## src/rtl/mem_pkg.sv

```systemverilog
// Shared widths, defaults and slot-state encoding for the memory-miss replay scheduler.
package mem_pkg;
  localparam int ENTRIES_DEF = 4;
  localparam int LAT_W_DEF   = 5;
  localparam int WARP_W      = 3;
  localparam int SCB_W       = 2;

  typedef enum logic [1:0] {
    SLOT_FREE  = 2'd0,
    SLOT_WAIT  = 2'd1,
    SLOT_READY = 2'd2
  } slot_st_e;
endpackage

```

## src/rtl/mem_miss_sched_if.sv

```systemverilog
// Alloc / replay / flush handshake bundle between the mem unit, issue stage and scheduler.
interface mem_miss_sched_if import mem_pkg::*; #(parameter int LAT_W = LAT_W_DEF) ();
  logic              alloc_valid_i;
  logic [WARP_W-1:0] alloc_warpID_i;
  logic [SCB_W-1:0]  alloc_scbID_i;
  logic [LAT_W-1:0]  alloc_latency_i;
  logic              alloc_ready_o;
  logic              replay_valid_o;
  logic [WARP_W-1:0] replay_warpID_o;
  logic [SCB_W-1:0]  replay_scbID_o;
  logic              replay_ready_i;
  logic              flush_valid_i;
  logic [WARP_W-1:0] flush_warpID_i;

  modport slave (
    input  alloc_valid_i, alloc_warpID_i, alloc_scbID_i, alloc_latency_i,
    output alloc_ready_o,
    output replay_valid_o, replay_warpID_o, replay_scbID_o,
    input  replay_ready_i,
    input  flush_valid_i, flush_warpID_i
  );

  modport master (
    output alloc_valid_i, alloc_warpID_i, alloc_scbID_i, alloc_latency_i,
    input  alloc_ready_o,
    input  replay_valid_o, replay_warpID_o, replay_scbID_o,
    output replay_ready_i,
    output flush_valid_i, flush_warpID_i
  );
endinterface

```

## src/rtl/mem_rr_arb.sv

```systemverilog
// Round-robin picker: first requester at or after ptr_i (wrapping), one-hot grant.
module mem_rr_arb #(
  parameter int ENTRIES = 4,
  parameter int IDX_W   = (ENTRIES > 1) ? $clog2(ENTRIES) : 1
) (
  input  logic [ENTRIES-1:0] req_i,
  input  logic [IDX_W-1:0]   ptr_i,
  output logic [ENTRIES-1:0] gnt_o
);
  logic found;

  always_comb begin
    gnt_o = '0;
    found = 1'b0;
    for (int k = 0; k < ENTRIES; k++) begin
      if (!found && req_i[(int'(ptr_i) + k) % ENTRIES]) begin
        gnt_o[(int'(ptr_i) + k) % ENTRIES] = 1'b1;
        found = 1'b1;
      end
    end
  end
endmodule

```

## src/rtl/mem_miss_sched.sv

```systemverilog
// Holds outstanding memory misses, counts down their latency and replays them round-robin.
module mem_miss_sched import mem_pkg::*; #(
  parameter int ENTRIES = ENTRIES_DEF,
  parameter int LAT_W   = LAT_W_DEF
) (
  input  logic                     clk,
  input  logic                     rst,
  mem_miss_sched_if.slave          bus,
  output logic [$clog2(ENTRIES):0] count_o,
  output logic                     drop_o
);
  localparam int IDX_W = (ENTRIES > 1) ? $clog2(ENTRIES) : 1;
  localparam int CNT_W = $clog2(ENTRIES) + 1;

  slot_st_e                       st_q [ENTRIES];
  slot_st_e                       st_d [ENTRIES];
  logic [ENTRIES-1:0][WARP_W-1:0] warp_q, warp_d;
  logic [ENTRIES-1:0][SCB_W-1:0]  scb_q, scb_d;
  logic [ENTRIES-1:0][LAT_W-1:0]  lat_q, lat_d;
  logic [IDX_W-1:0]               ptr_q, ptr_d, lock_idx_q, lock_idx_d;
  logic                           lock_q, lock_d, drop_q;
  logic [CNT_W-1:0]               count_q, count_d;
  logic [ENTRIES-1:0]             rdy_vec, free_vec, gnt;
  logic [IDX_W-1:0]               sel_idx, alloc_idx;
  logic                           hs, alloc_fire;

  always_comb begin
    for (int i = 0; i < ENTRIES; i++) begin
      rdy_vec[i]  = (st_q[i] == SLOT_READY);
      free_vec[i] = (st_q[i] == SLOT_FREE);
    end
  end

  mem_rr_arb #(.ENTRIES(ENTRIES), .IDX_W(IDX_W)) u_arb (
    .req_i (rdy_vec),
    .ptr_i (ptr_q),
    .gnt_o (gnt)
  );

  // A stalled offer is pinned so a newly READY slot cannot steal it before the handshake.
  always_comb begin
    sel_idx = '0;
    for (int i = 0; i < ENTRIES; i++)
      if (gnt[i]) sel_idx = IDX_W'(i);
    if (lock_q && rdy_vec[lock_idx_q]) sel_idx = lock_idx_q;
    alloc_idx = '0;
    for (int i = ENTRIES - 1; i >= 0; i--)
      if (free_vec[i]) alloc_idx = IDX_W'(i);
  end

  assign bus.alloc_ready_o   = |free_vec;
  assign bus.replay_valid_o  = |rdy_vec;
  assign bus.replay_warpID_o = warp_q[sel_idx];
  assign bus.replay_scbID_o  = scb_q[sel_idx];
  assign hs         = bus.replay_valid_o && bus.replay_ready_i;
  assign alloc_fire = bus.alloc_valid_i && bus.alloc_ready_o;

  always_comb begin
    warp_d  = warp_q;
    scb_d   = scb_q;
    lat_d   = lat_q;
    count_d = '0;
    for (int i = 0; i < ENTRIES; i++) begin
      st_d[i] = st_q[i];
      if (hs && sel_idx == IDX_W'(i)) begin
        st_d[i] = SLOT_FREE;
      end else if (bus.flush_valid_i && st_q[i] != SLOT_FREE &&
                   warp_q[i] == bus.flush_warpID_i) begin
        st_d[i] = SLOT_FREE;
      end else if (st_q[i] == SLOT_WAIT) begin
        if (lat_q[i] == LAT_W'(1)) st_d[i] = SLOT_READY;
        else                       lat_d[i] = lat_q[i] - LAT_W'(1);
      end
      // Only FREE slots are filled, so an alloc never collides with flush or replay.
      if (alloc_fire && alloc_idx == IDX_W'(i)) begin
        st_d[i]   = SLOT_WAIT;
        warp_d[i] = bus.alloc_warpID_i;
        scb_d[i]  = bus.alloc_scbID_i;
        lat_d[i]  = (bus.alloc_latency_i == '0) ? LAT_W'(1) : bus.alloc_latency_i;
      end
      if (st_d[i] != SLOT_FREE) count_d = count_d + CNT_W'(1);
    end
    ptr_d      = ptr_q;
    if (hs) ptr_d = (sel_idx == IDX_W'(ENTRIES - 1)) ? '0 : sel_idx + IDX_W'(1);
    lock_d     = bus.replay_valid_o && !bus.replay_ready_i;
    lock_idx_d = sel_idx;
  end

  always_ff @(posedge clk) begin
    if (!rst) begin
      for (int i = 0; i < ENTRIES; i++) st_q[i] <= SLOT_FREE;
      warp_q     <= '0;
      scb_q      <= '0;
      lat_q      <= '0;
      ptr_q      <= '0;
      lock_q     <= 1'b0;
      lock_idx_q <= '0;
      count_q    <= '0;
      drop_q     <= 1'b0;
    end else begin
      for (int i = 0; i < ENTRIES; i++) st_q[i] <= st_d[i];
      warp_q     <= warp_d;
      scb_q      <= scb_d;
      lat_q      <= lat_d;
      ptr_q      <= ptr_d;
      lock_q     <= lock_d;
      lock_idx_q <= lock_idx_d;
      count_q    <= count_d;
      drop_q     <= bus.alloc_valid_i && !bus.alloc_ready_o;
    end
  end

  assign count_o = count_q;
  assign drop_o  = drop_q;
endmodule

```

## src/flat_wrapper.sv

```systemverilog
// flat-port wrapper written by rule: the top's interface ports become plain ports
module mem_miss_sched_flat import mem_pkg::*;
#(
  parameter int ENTRIES = ENTRIES_DEF,
  parameter int LAT_W   = LAT_W_DEF
)
  (clk, rst, count_o, drop_o, bus_alloc_valid_i, bus_alloc_warpID_i, bus_alloc_scbID_i, bus_alloc_latency_i, bus_alloc_ready_o, bus_replay_valid_o, bus_replay_warpID_o, bus_replay_scbID_o, bus_replay_ready_i, bus_flush_valid_i, bus_flush_warpID_i);
  mem_miss_sched_if #(.LAT_W(LAT_W)) bus_i ();
  input  logic clk;
  input  logic rst;
  output logic [$clog2(ENTRIES):0] count_o;
  output logic drop_o;
  input wire logic [$bits(bus_i.alloc_valid_i)-1:0] bus_alloc_valid_i;
  input wire logic [$bits(bus_i.alloc_warpID_i)-1:0] bus_alloc_warpID_i;
  input wire logic [$bits(bus_i.alloc_scbID_i)-1:0] bus_alloc_scbID_i;
  input wire logic [$bits(bus_i.alloc_latency_i)-1:0] bus_alloc_latency_i;
  output wire logic [$bits(bus_i.alloc_ready_o)-1:0] bus_alloc_ready_o;
  output wire logic [$bits(bus_i.replay_valid_o)-1:0] bus_replay_valid_o;
  output wire logic [$bits(bus_i.replay_warpID_o)-1:0] bus_replay_warpID_o;
  output wire logic [$bits(bus_i.replay_scbID_o)-1:0] bus_replay_scbID_o;
  input wire logic [$bits(bus_i.replay_ready_i)-1:0] bus_replay_ready_i;
  input wire logic [$bits(bus_i.flush_valid_i)-1:0] bus_flush_valid_i;
  input wire logic [$bits(bus_i.flush_warpID_i)-1:0] bus_flush_warpID_i;
  assign bus_i.alloc_valid_i = bus_alloc_valid_i;
  assign bus_i.alloc_warpID_i = bus_alloc_warpID_i;
  assign bus_i.alloc_scbID_i = bus_alloc_scbID_i;
  assign bus_i.alloc_latency_i = bus_alloc_latency_i;
  assign bus_alloc_ready_o = bus_i.alloc_ready_o;
  assign bus_replay_valid_o = bus_i.replay_valid_o;
  assign bus_replay_warpID_o = bus_i.replay_warpID_o;
  assign bus_replay_scbID_o = bus_i.replay_scbID_o;
  assign bus_i.replay_ready_i = bus_replay_ready_i;
  assign bus_i.flush_valid_i = bus_flush_valid_i;
  assign bus_i.flush_warpID_i = bus_flush_warpID_i;
  mem_miss_sched #(.ENTRIES(ENTRIES), .LAT_W(LAT_W)) u_core (.clk(clk), .rst(rst), .bus(bus_i), .count_o(count_o), .drop_o(drop_o));
endmodule
```

## config.mk

```make
export PLATFORM = sky130hd
export DESIGN_NAME = mem_miss_sched_flat
export DESIGN_NICKNAME = d
export VERILOG_FILES = /design/src/rtl/mem_pkg.sv /design/src/rtl/mem_miss_sched_if.sv /design/src/rtl/mem_rr_arb.sv /design/src/rtl/mem_miss_sched.sv /design/src/flat_wrapper.sv
export SDC_FILE = /design/constraint.sdc
export NUM_CORES = 1
export LEC_CHECK = 0
export CORE_MARGIN = 5
export CORE_UTILIZATION = 55
export CTS_CLUSTER_SIZE = 14
export DETAILED_ROUTE_END_ITERATION = 16
export DONT_BUFFER_PORTS = 1
export HOLD_SLACK_MARGIN = 0.03
export MAX_ROUTING_LAYER = met4
export PLACE_DENSITY = 0.73
export REMOVE_ABC_BUFFERS = 1
export SETUP_SLACK_MARGIN = 0.4
export SYNTH_ARGS = -nofsm -noshare
export SYNTH_HDL_FRONTEND = slang
export SYNTH_SLANG_ARGS = --single-unit
```

## constraint.sdc

```tcl
create_clock -name clk -period 3.78 [get_ports clk]
set_input_delay 0.756 -clock clk [delete_from_list [all_inputs] [get_ports clk]]
set_output_delay 0.756 -clock clk [all_outputs]
set_load 0.005 [all_outputs]
```

==> impl_metrics.env, run 1 <==
export IMPL_rows=29
export IMPL_routed_wl_um=10100
export IMPL_gp_congestion=0.961
export IMPL_ys_flop_type="dfxtp_1"
export IMPL_yosysSeqAreaShare_pct=32.7
export IMPL_fmax_mhz=260
export IMPL_grt_max_degree=32
export IMPL_hold_path_class="register to register"
export IMPL_hold_violations=0
export IMPL_tritoncts="built"
export IMPL_layout_drive_gt1_share_pct=31.2
export IMPL_finClkSkew_ns=0.00741
export IMPL_layout_nets=509
export IMPL_worst_slew_pin_slew_ns=1.11
export IMPL_required_ns=3.97
export IMPL_max_slew_margin_pct=25.7
export IMPL_wl_per_cell_um=18.3
export IMPL_path_cells="buf_4 -> nand2b_1 -> nor3_1 -> nor3_1 -> a211oi_4 -> a221o_2 -> o21a_4 -> ha_2 -> a22oi_2 -> nor2b_4 -> or2_4 -> inv_4 -> ha_4 -> xnor2_4 -> ha_4 -> nor2b_4 -> xnor2_2 -> nor2_1"
export IMPL_cts_htree_levels=3
export IMPL_antenna_found_initial=0
export IMPL_ys_warnings_count=0
export IMPL_netlist_area_um2=3490
export IMPL_finalSetupTns_ns=-0.0645
export IMPL_drv_slew=0
export IMPL_grt_use_total_pct=25.0
export IMPL_hpwl_um=6310
export IMPL_initial_utilization_pct=55.6
export IMPL_insertion_delay_ns=0.34
export IMPL_grt_overflow_total=0
export IMPL_grt_pass1_vias=3024
export IMPL_ant_nets=0
export IMPL_crit_fanout=5
export IMPL_hold_buffers=0
export IMPL_cts_sinks=57
export IMPL_core_area_um2=6280
export IMPL_p_int_mw=1.24
export IMPL_setup_viol=2
export IMPL_p_leak_nw=1.71
export IMPL_start_kind="register"
export IMPL_root_buffer="clkbuf_8"
export IMPL_vias_per_cell=6.00
export IMPL_clock_path_buffers=2
export IMPL_cellPowerDensity_nw_per_um2=366
export IMPL_final_common_cell="nand2_1"
export IMPL_synth_avg_cell_area_um2=8.37
export IMPL_placed_cell_area_um2=3750
export IMPL_fillers=406
export IMPL_whs_ns=0.456
export IMPL_detail_route_iter0_violations=216
export IMPL_synth_edf_count=0
export IMPL_synth_seq_cells=57
export IMPL_antennaDiodeCount=0
export IMPL_drv_cap=0
export IMPL_die_w_um=89.6
export IMPL_p_seq_share_pct=39.6
export IMPL_final_util_pct=73.9
export IMPL_critPathMaxStageDelay_ns=0.44
export IMPL_end_kind="register"
export IMPL_p_clk_share_pct=41.9
export IMPL_rsz0062_at_grt="true"
export IMPL_place_ws_ns=-0.187
export IMPL_arrival_ns=4.03
export IMPL_final_cell_area_um2=4640
export IMPL_critPathKind="register to register"
export IMPL_power_switching_uw=459
export IMPL_grt_pass1_wl_um=14800
export IMPL_violations="negative setup slack"
export IMPL_swShare_pct=27.0
export IMPL_async_reset_ff_share_pct=0
export IMPL_dieHeight_um=89.6
export IMPL_cts_clk_slew_worst_paths_ns=0.07
export IMPL_ios=29
export IMPL_period_needed_ns=3.84
export IMPL_synthDistinctLibCells=52
export IMPL_syn_instance_count=417
export IMPL_num_vias=3307
export IMPL_post_route_worst_setup_slack_ns=-0.0623
export IMPL_drc=0
export IMPL_first_pass_iters=5
export IMPL_mostFrequentLayoutCells="58 x nand2_1, 55 x dfxtp_1, 44 x buf_4, 39 x a21oi_1, 31 x nor2_1"
export IMPL_dieArea_um2=8040
export IMPL_port_buffers=0
export IMPL_peakVddDrop_mv=0.275
export IMPL_post_route_period_util_pct=102
export IMPL_status="complete, but fails checks"
export IMPL_power_frac_comb_pct=18.5
export IMPL_numCtsBuffers=9
export IMPL_area_growth_pct=33.0
export IMPL_critical_path_slowest_cell="nor3_1"
-- cells by family after synthesis --
| family | after synthesis | synth area share (%) |
|---|---|---|
| buf+inv | 36 | 4.63 |
| simple gates | 164 | 24.2 |
| flops | 57 | 32.7 |
| fa+ha+maj | 22 | 7.89 |
| compound gates | 87 | 16.6 |
| xor+xnor | 31 | 7.78 |
| mux | 20 | 6.10 |
-- critical path: cells and delay by family, from the launching register on --
family | cells | cell delay (ns)
XOR/XNOR | 2 | 0.24
flip-flops | 1 | 0.36
AND/OR/NAND/NOR | 7 | 1.27
AO/OA/AOI/OAI | 4 | 1.02
buffers and inverters | 2 | 0.20
adder cells (fa/ha/maj) | 3 | 0.61
-- final timing paths --
check,start,end,slack (ns),cells past startpoint
max,u_core.st_q[2][0],u_core.count_o[2],-0.06,18
min,u_core.scb_q[2],u_core.scb_q[2],0.46,2
max reg2reg,u_core.st_q[2][0],u_core.count_o[2],-0.06,18
min reg2reg,u_core.scb_q[2],u_core.scb_q[2],0.46,2
-- cell usage after synthesis (all sizes together) (2+ instances only) --
cell type   n  area [um^2]
or3         2         13.8
and3        4         27.5
nor3b       6         45.0
a21oi      43          223
nand2b      7         43.8
ha         22          275
nand3      10         70.1
xnor2      16          140
a31oi       2         12.5
nor4       11         87.6
o21ai      14         70.1
nand2      60          225
nor4b       6         58.8
a22oi       6         65.1
nand4       2         12.5
a221oi      2         23.8
nor2       34          128
nor3       11         55.1
mux2i      19          190
inv        20         75.1
xor2       15          131
a211oi     10         90.1
nor2b       7         46.3
dfxtp      57         1140
o211ai      3         22.5
buf         5         45.0
clkbuf     11         41.3
-- cell type report --
| cell class | count | area (um^2) | area share, % |
|---|---|---|---|
| Multi-Input combinational cell | 324 | 2600 | 56.0 |
| Sequential cell | 57 | 1140 | 24.7 |
| Timing Repair Buffer | 57 | 480 | 10.4 |
| Clock buffer | 11 | 141 | 3.05 |
| Clock inverter | 5 | 103 | 2.21 |
| Tap cell | 77 | 96.3 | 2.08 |
| Inverter | 20 | 77.6 | 1.67 |
-- through the flow --
step / total power [mW] / std cells
after global routing: 1.77 / 551
after detailed placement: 0.884 / 511
after floorplan: 0.825 / 401
after CTS: 1.62 / 537
after global placement: 0.878 / 511
final: 1.70 / 551
-- per-layer routing --
| metal | track usage (%) | part of all wire, % | up-vias |
|---|---|---|---|
| met5 | - | 0 | - |
| met4 | 7.44 | 1.4 | 0 |
| met3 | 6.39 | 7.5 | 24 |
| met2 | 41.0 | 52 | 146 |
| met1 | 30.1 | 39 | 1568 |
| li1 | - | - | 1569 |
-- state kept, by name, indices dropped and copies added, names as in the netlist --
signal,count
u_core.scb_q,8
u_core.lat_q,20
u_core.warp_q,12
u_core.lock_idx_q,2
u_core.lock_q,1
u_core.st_q,8
u_core.drop_o,1
u_core.count_o,3
u_core.ptr_q,2
-- power by group through the flow --
stage / logic [mW] / registers [mW] / clock network (mW)
after floorplan: 0.153 / 0.672 / 0
after global placement: 0.204 / 0.673 / 0
after detailed placement: 0.210 / 0.675 / 0
after CTS: 0.236 / 0.662 / 0.717
after global routing: 0.341 / 0.677 / 0.749
final: 0.314 / 0.672 / 0.712
-- repair_timing --
action	4_1_cts	5_1_grt
resized for setup	36	60
pin swaps	22	37
buffers inserted	10	14
endpoints found under the hold margin	0	0
setup endpoints to repair	18	28
Note: power is estimated with default switching activity, not from simulation.
==> run 2: changes to the inputs <==
--- a/config.mk
+++ b/config.mk
@@ -5,7 +5,6 @@
 export SDC_FILE = /design/constraint.sdc
 export NUM_CORES = 1
 export LEC_CHECK = 0
-export CORE_MARGIN = 5
 export CORE_UTILIZATION = 55
 export CTS_CLUSTER_SIZE = 14
 export DETAILED_ROUTE_END_ITERATION = 16
==> run 2 against run 1 <==
Net effect:
- the run still ends with negative setup slack left
- combinational power grew 3%
- cell area decreased by 0.73%
- first-iteration DRC count grew 22%
- sequential share of layout area grew 0.18 points
- via count rose by 4.5%
- critical endpoint is now u_core.count_o[1]
- largest power group is now sequential cells
- highest routed layer unchanged
==> impl_metrics.env, run 2 (synthesis gave the netlist of run 1 again) <==
export IMPL_violations="negative setup slack"
export IMPL_first_pass_iters=5
export IMPL_peakVddDrop_mv=0.341
export IMPL_ios=29
export IMPL_ant_nets=0
export IMPL_root_buffer="clkbuf_8"
export IMPL_crit_family="simple AND/OR/NAND/NOR gates"
export IMPL_end_kind="register"
export IMPL_dieHeight_um=81.6
export IMPL_largest_reg_flops=20
export IMPL_required_ns=4.01
export IMPL_critPathKind="register to register"
export IMPL_drc=0
export IMPL_whs_ns=0.459
export IMPL_vias_per_cell=6.33
export IMPL_final_common_cell="nand2_1"
export IMPL_largest_register="u_core.lat_q"
export IMPL_layout_nets=507
export IMPL_dieArea_um2=6670
export IMPL_hold_buffers=0
export IMPL_max_slew_margin_pct=55.7
export IMPL_initial_utilization_pct=57.9
export IMPL_wl_met2_um=5390
export IMPL_worst_slew_pin_slew_ns=0.655
export IMPL_post_route_period_util_pct=102
export IMPL_worst_path_buf_inv=2
export IMPL_antennaDiodeCount=0
export IMPL_setup_viol=3
export IMPL_post_route_worst_setup_slack_ns=-0.0600
export IMPL_antenna_found_initial=0
export IMPL_p_leak_nw=1.69
export IMPL_hold_path_class="register to register"
export IMPL_cellPowerDensity_nw_per_um2=326
export IMPL_routed_wl_um=11100
export IMPL_tritoncts="built"
export IMPL_crit_fanout=4
export IMPL_num_vias=3455
export IMPL_arrival_ns=4.07
export IMPL_drv_cap=0
export IMPL_critical_path_slowest_cell="a221o_2"
export IMPL_met3WireLength_um=909
export IMPL_largest_registers="u_core.lat_q x20, u_core.warp_q x12"
export IMPL_insertion_delay_ns=0.36
export IMPL_grt_pass1_vias=3163
export IMPL_grt_pass1_wl_um=15000
export IMPL_placed_cells=507
export IMPL_hpwl_um=6070
export IMPL_grt_overflow_total=0
export IMPL_grt_use_total_pct=31.9
export IMPL_wl_met1_um=4290
export IMPL_grt_max_degree=49
export IMPL_die_w_um=81.6
export IMPL_cts_sinks=57
export IMPL_period_needed_ns=3.84
export IMPL_fin_cells=546
export IMPL_gp_congestion=0.963
export IMPL_dr_max_layer_used="met4"
export IMPL_numCtsBuffers=9
export IMPL_area_growth_pct=32.0
export IMPL_port_buffers=0
export IMPL_crit_top_cell="ha_4"
export IMPL_fmax_mhz=260
export IMPL_core_area_um2=6030
export IMPL_hold_violations=0
export IMPL_final_util_pct=76.4
export IMPL_detail_route_iter0_violations=264
export IMPL_finClkSkew_ns=0.00958
export IMPL_status="complete, but fails checks"
export IMPL_wl_per_cell_um=20.3
export IMPL_cts_htree_levels=3
export IMPL_clock_path_buffers=2
export IMPL_drv_slew=0
export IMPL_start_kind="register"
export IMPL_critPathMaxStageDelay_ns=0.42
export IMPL_rsz0062_at_grt="true"
export IMPL_cts_clk_slew_worst_paths_ns=0.07
export IMPL_mostFrequentLayoutCells="58 x nand2_1, 55 x dfxtp_1, 45 x buf_4, 40 x a21oi_1, 32 x nor2_1"
export IMPL_path_cells="nor2b_2 -> buf_4 -> nor3_1 -> nor3_1 -> a211oi_4 -> a221o_2 -> o21a_4 -> ha_4 -> a22oi_2 -> nor2b_4 -> or2_4 -> inv_2 -> ha_4 -> xnor2_4 -> ha_4 -> mux2i_1 -> nor2_1"
export IMPL_layout_drive_gt1_share_pct=31.4
export IMPL_rows=28
-- run 2: changes by cell type in the layout (fill, tap and decap cells not counted), sizes merged --
cell / change
bufinv: -3
clkbuf: -1
buf: -2
clkinv: +1
clkinvlp: +2
-- run 2: area by class of cell --
class | count | area (um^2)
clock buffer | 10 | 138
clock inverter | 5 | 32.5
sequential | 57 | 1140
multi-input combinational | 324 | 2660
inverter | 20 | 82.6
timing repair buffer | 55 | 459
tap | 75 | 93.8
fill | 372 | 1420
-- run 2: worst paths after layout --
check | start | end | slack (ns) | depth (start not counted)
worst min register to register | u_core.scb_q[1] | u_core.scb_q[1] | 0.46 | 2
worst max register to register | u_core.st_q[0][1] | u_core.count_o[1] | -0.06 | 17
worst min-delay path | u_core.scb_q[1] | u_core.scb_q[1] | 0.46 | 2
worst max-delay path | u_core.st_q[0][1] | u_core.count_o[1] | -0.06 | 17
-- run 2: worst register-to-register path, cell delays in order (launching register included) --
cell and delay (ns):
dfxtp_1 0.35, nor2b_2 0.31, buf_4 0.19, nor3_1 0.05, nor3_1 0.32, a211oi_4 0.11
a221o_2 0.42, o21a_4 0.26, ha_4 0.18, a22oi_2 0.25, nor2b_4 0.19, or2_4 0.13
inv_2 0.05, ha_4 0.30, xnor2_4 0.14, ha_4 0.22, mux2i_1 0.19, nor2_1 0.07
-- run 2: repair_timing --
action                                  4_1_cts  5_1_grt
pin swaps                                    22       28
buffers inserted                             13       11
endpoints found under the setup margin       16       29
gates cloned                                  0        0
gates resized for setup                      41       61
-- run 2: where the power goes --
group	leakage, nW	switching (mW)	internal, mW
Combinational	1.14	0.173	0.150
Sequential	0.464	0.0389	0.633
Clock	0.0802	0.258	0.249
Total	1.69	0.470	1.03
-- run 2: per-stage QoR --
| stage | TNS [ns] | worst slack [ns] | power [mW] | area [um^2] |
|---|---|---|---|---|
| 2_1_floorplan | -1.75 | -0.696 | 0.825 | 3400 |
| 3_3_place_gp | 0 | 0.0325 | 0.877 | 3730 |
| 3_5_place_dp | -0.188 | -0.0959 | 0.885 | 3730 |
| 4_1_cts | 0 | 0.0989 | 1.41 | 4160 |
| 5_1_grt | -0.902 | -0.189 | 1.55 | 4600 |
| 6_report | -0.124 | -0.0600 | 1.50 | 4600 |
-- run 2: per-layer routing --
metal / GRT usage, % / vias up
met2: 51.8 / 185
met5: - / -
met1: 36.2 / 1664
met3: 7.44 / 53
met4: 17.2 / 0
li1: - / 1553
==> patch (settings of run 1) <==
`LAT_W_DEF`: 5 -> 10.
--- a/src/rtl/mem_pkg.sv
+++ b/src/rtl/mem_pkg.sv
@@ -1,7 +1,7 @@
 // Shared widths, defaults and slot-state encoding for the memory-miss replay scheduler.
 package mem_pkg;
   localparam int ENTRIES_DEF = 4;
-  localparam int LAT_W_DEF   = 5;
+  localparam int LAT_W_DEF   = 10;
   localparam int WARP_W      = 3;
   localparam int SCB_W       = 2;
 
Ports: changed (resized bus_alloc_latency_i); port bits go from 29 to 34. No check against the original RTL was run, so the function may have changed too.
==> patch against run 1 <==
  * Count of clock-buffer cells in the layout fell by 2
  * Sequential share of layout area rose by 2.5 points
  * Synthesized cell count rose by 35%
  * Hold slack improved by 3.9 ps
  * Area after synthesis rose by 32%
  * Design area rose by 23%
  * Clock power fell by 15%
  * Critical path depth rose by 1
  * Worst setup slack improved by 72 ps
  * Power rose by 18%
  * Sequential cell count rose by 20
  * Combinational power rose by 48%
  * Wire length rose by 23%
  * Critical path type unchanged
  * Largest cell class unchanged
  * Highest routed layer unchanged
==> patch: results (changes against run 1) <==
top flop regs u_core.lat_q: 40 flops, u_core.warp_q: 12 flops; Worst Clk Skew 8.284 ps (+0.8695 ps); multi-input logic portion of the cell area 56.93% (+0.95 points); met2 WL post-DR 6.204 mm (+18%); setup TNS 0 ps (+64.54 ps); Net Sw Frac 30.97% (+3.9 points); GP Congestion 0.9296 (-3.3%); Final non-clock buffer share 8.773% (-1.6 points); outcome finished clean; WL met3 768 um (+1.5%); quantity of gates resized following cts 51 (+42%); Critical Path Max Stage Delay 340 ps (-100 ps); Post-DP Area 4863 um^2 (+30%); wire length per cell 17.37 um (-5.3%); Power Total 1.995 mW (+18%); Synth Area in Adders 5.996% (-1.9 points); GRT met3 Usage 5.165% (-1.2 points); top post-synthesis cells by count nand2_1, dfxtp_1, a21oi_1; vias in the first global route 3958 (+31%); GRT met2 Usage 38.88% (-2.1 points); Synth area leaders dfxtp_1, nand2_1, a21oi_1; seq pwr 0.922 mW (+37%); ratio of cells with drive above 1 in the final layout 26.75% (-4.5 points); CLK BUF 9 (-2); leakage power 2.118 nW (+24%); Fill cells 618 (+52%); Comb. pwr 0.465 mW (+48%); Pwr Density 350.6 nW/um^2 (-4.2%); largest net degree at the start of global routing 42 (+31%); CP max stage cell dfxtp_2; wl on met1 5.263 mm (+33%); Multi-Input Combinational 440 (+36%); hpwl dp 8.026 mm (+27%)
[patch: changes by cell type in the layout (fill, tap and decap cells not counted), moves of 5 or more]
cell	before	now
a21oi_1	39	52
buf_4	44	38
buf_6	12	19
dfxtp_1	55	75
nand2_1	58	79
nand2_2	2	7
nor2_1	31	43
nor3_4	0	5
nor4_1	5	11
nor4_4	6	1
o21ai_0	11	25
o21ai_2	1	6
xnor2_1	12	7
xor2_1	14	26
[patch: final timing paths]
check | cells past startpoint | end | slack (ps) | start
max | 19 | u_core.lat_q[13]$_SDFFE_PN0P_ | 10 | u_core.ptr_q[1]$_SDFFE_PN0P_
min | 2 | u_core.scb_q[2]$_SDFFE_PN0P_ | 460 | u_core.scb_q[2]$_SDFFE_PN0P_
max reg2reg | 19 | u_core.lat_q[13]$_SDFFE_PN0P_ | 10 | u_core.ptr_q[1]$_SDFFE_PN0P_
min reg2reg | 2 | u_core.scb_q[2]$_SDFFE_PN0P_ | 460 | u_core.scb_q[2]$_SDFFE_PN0P_
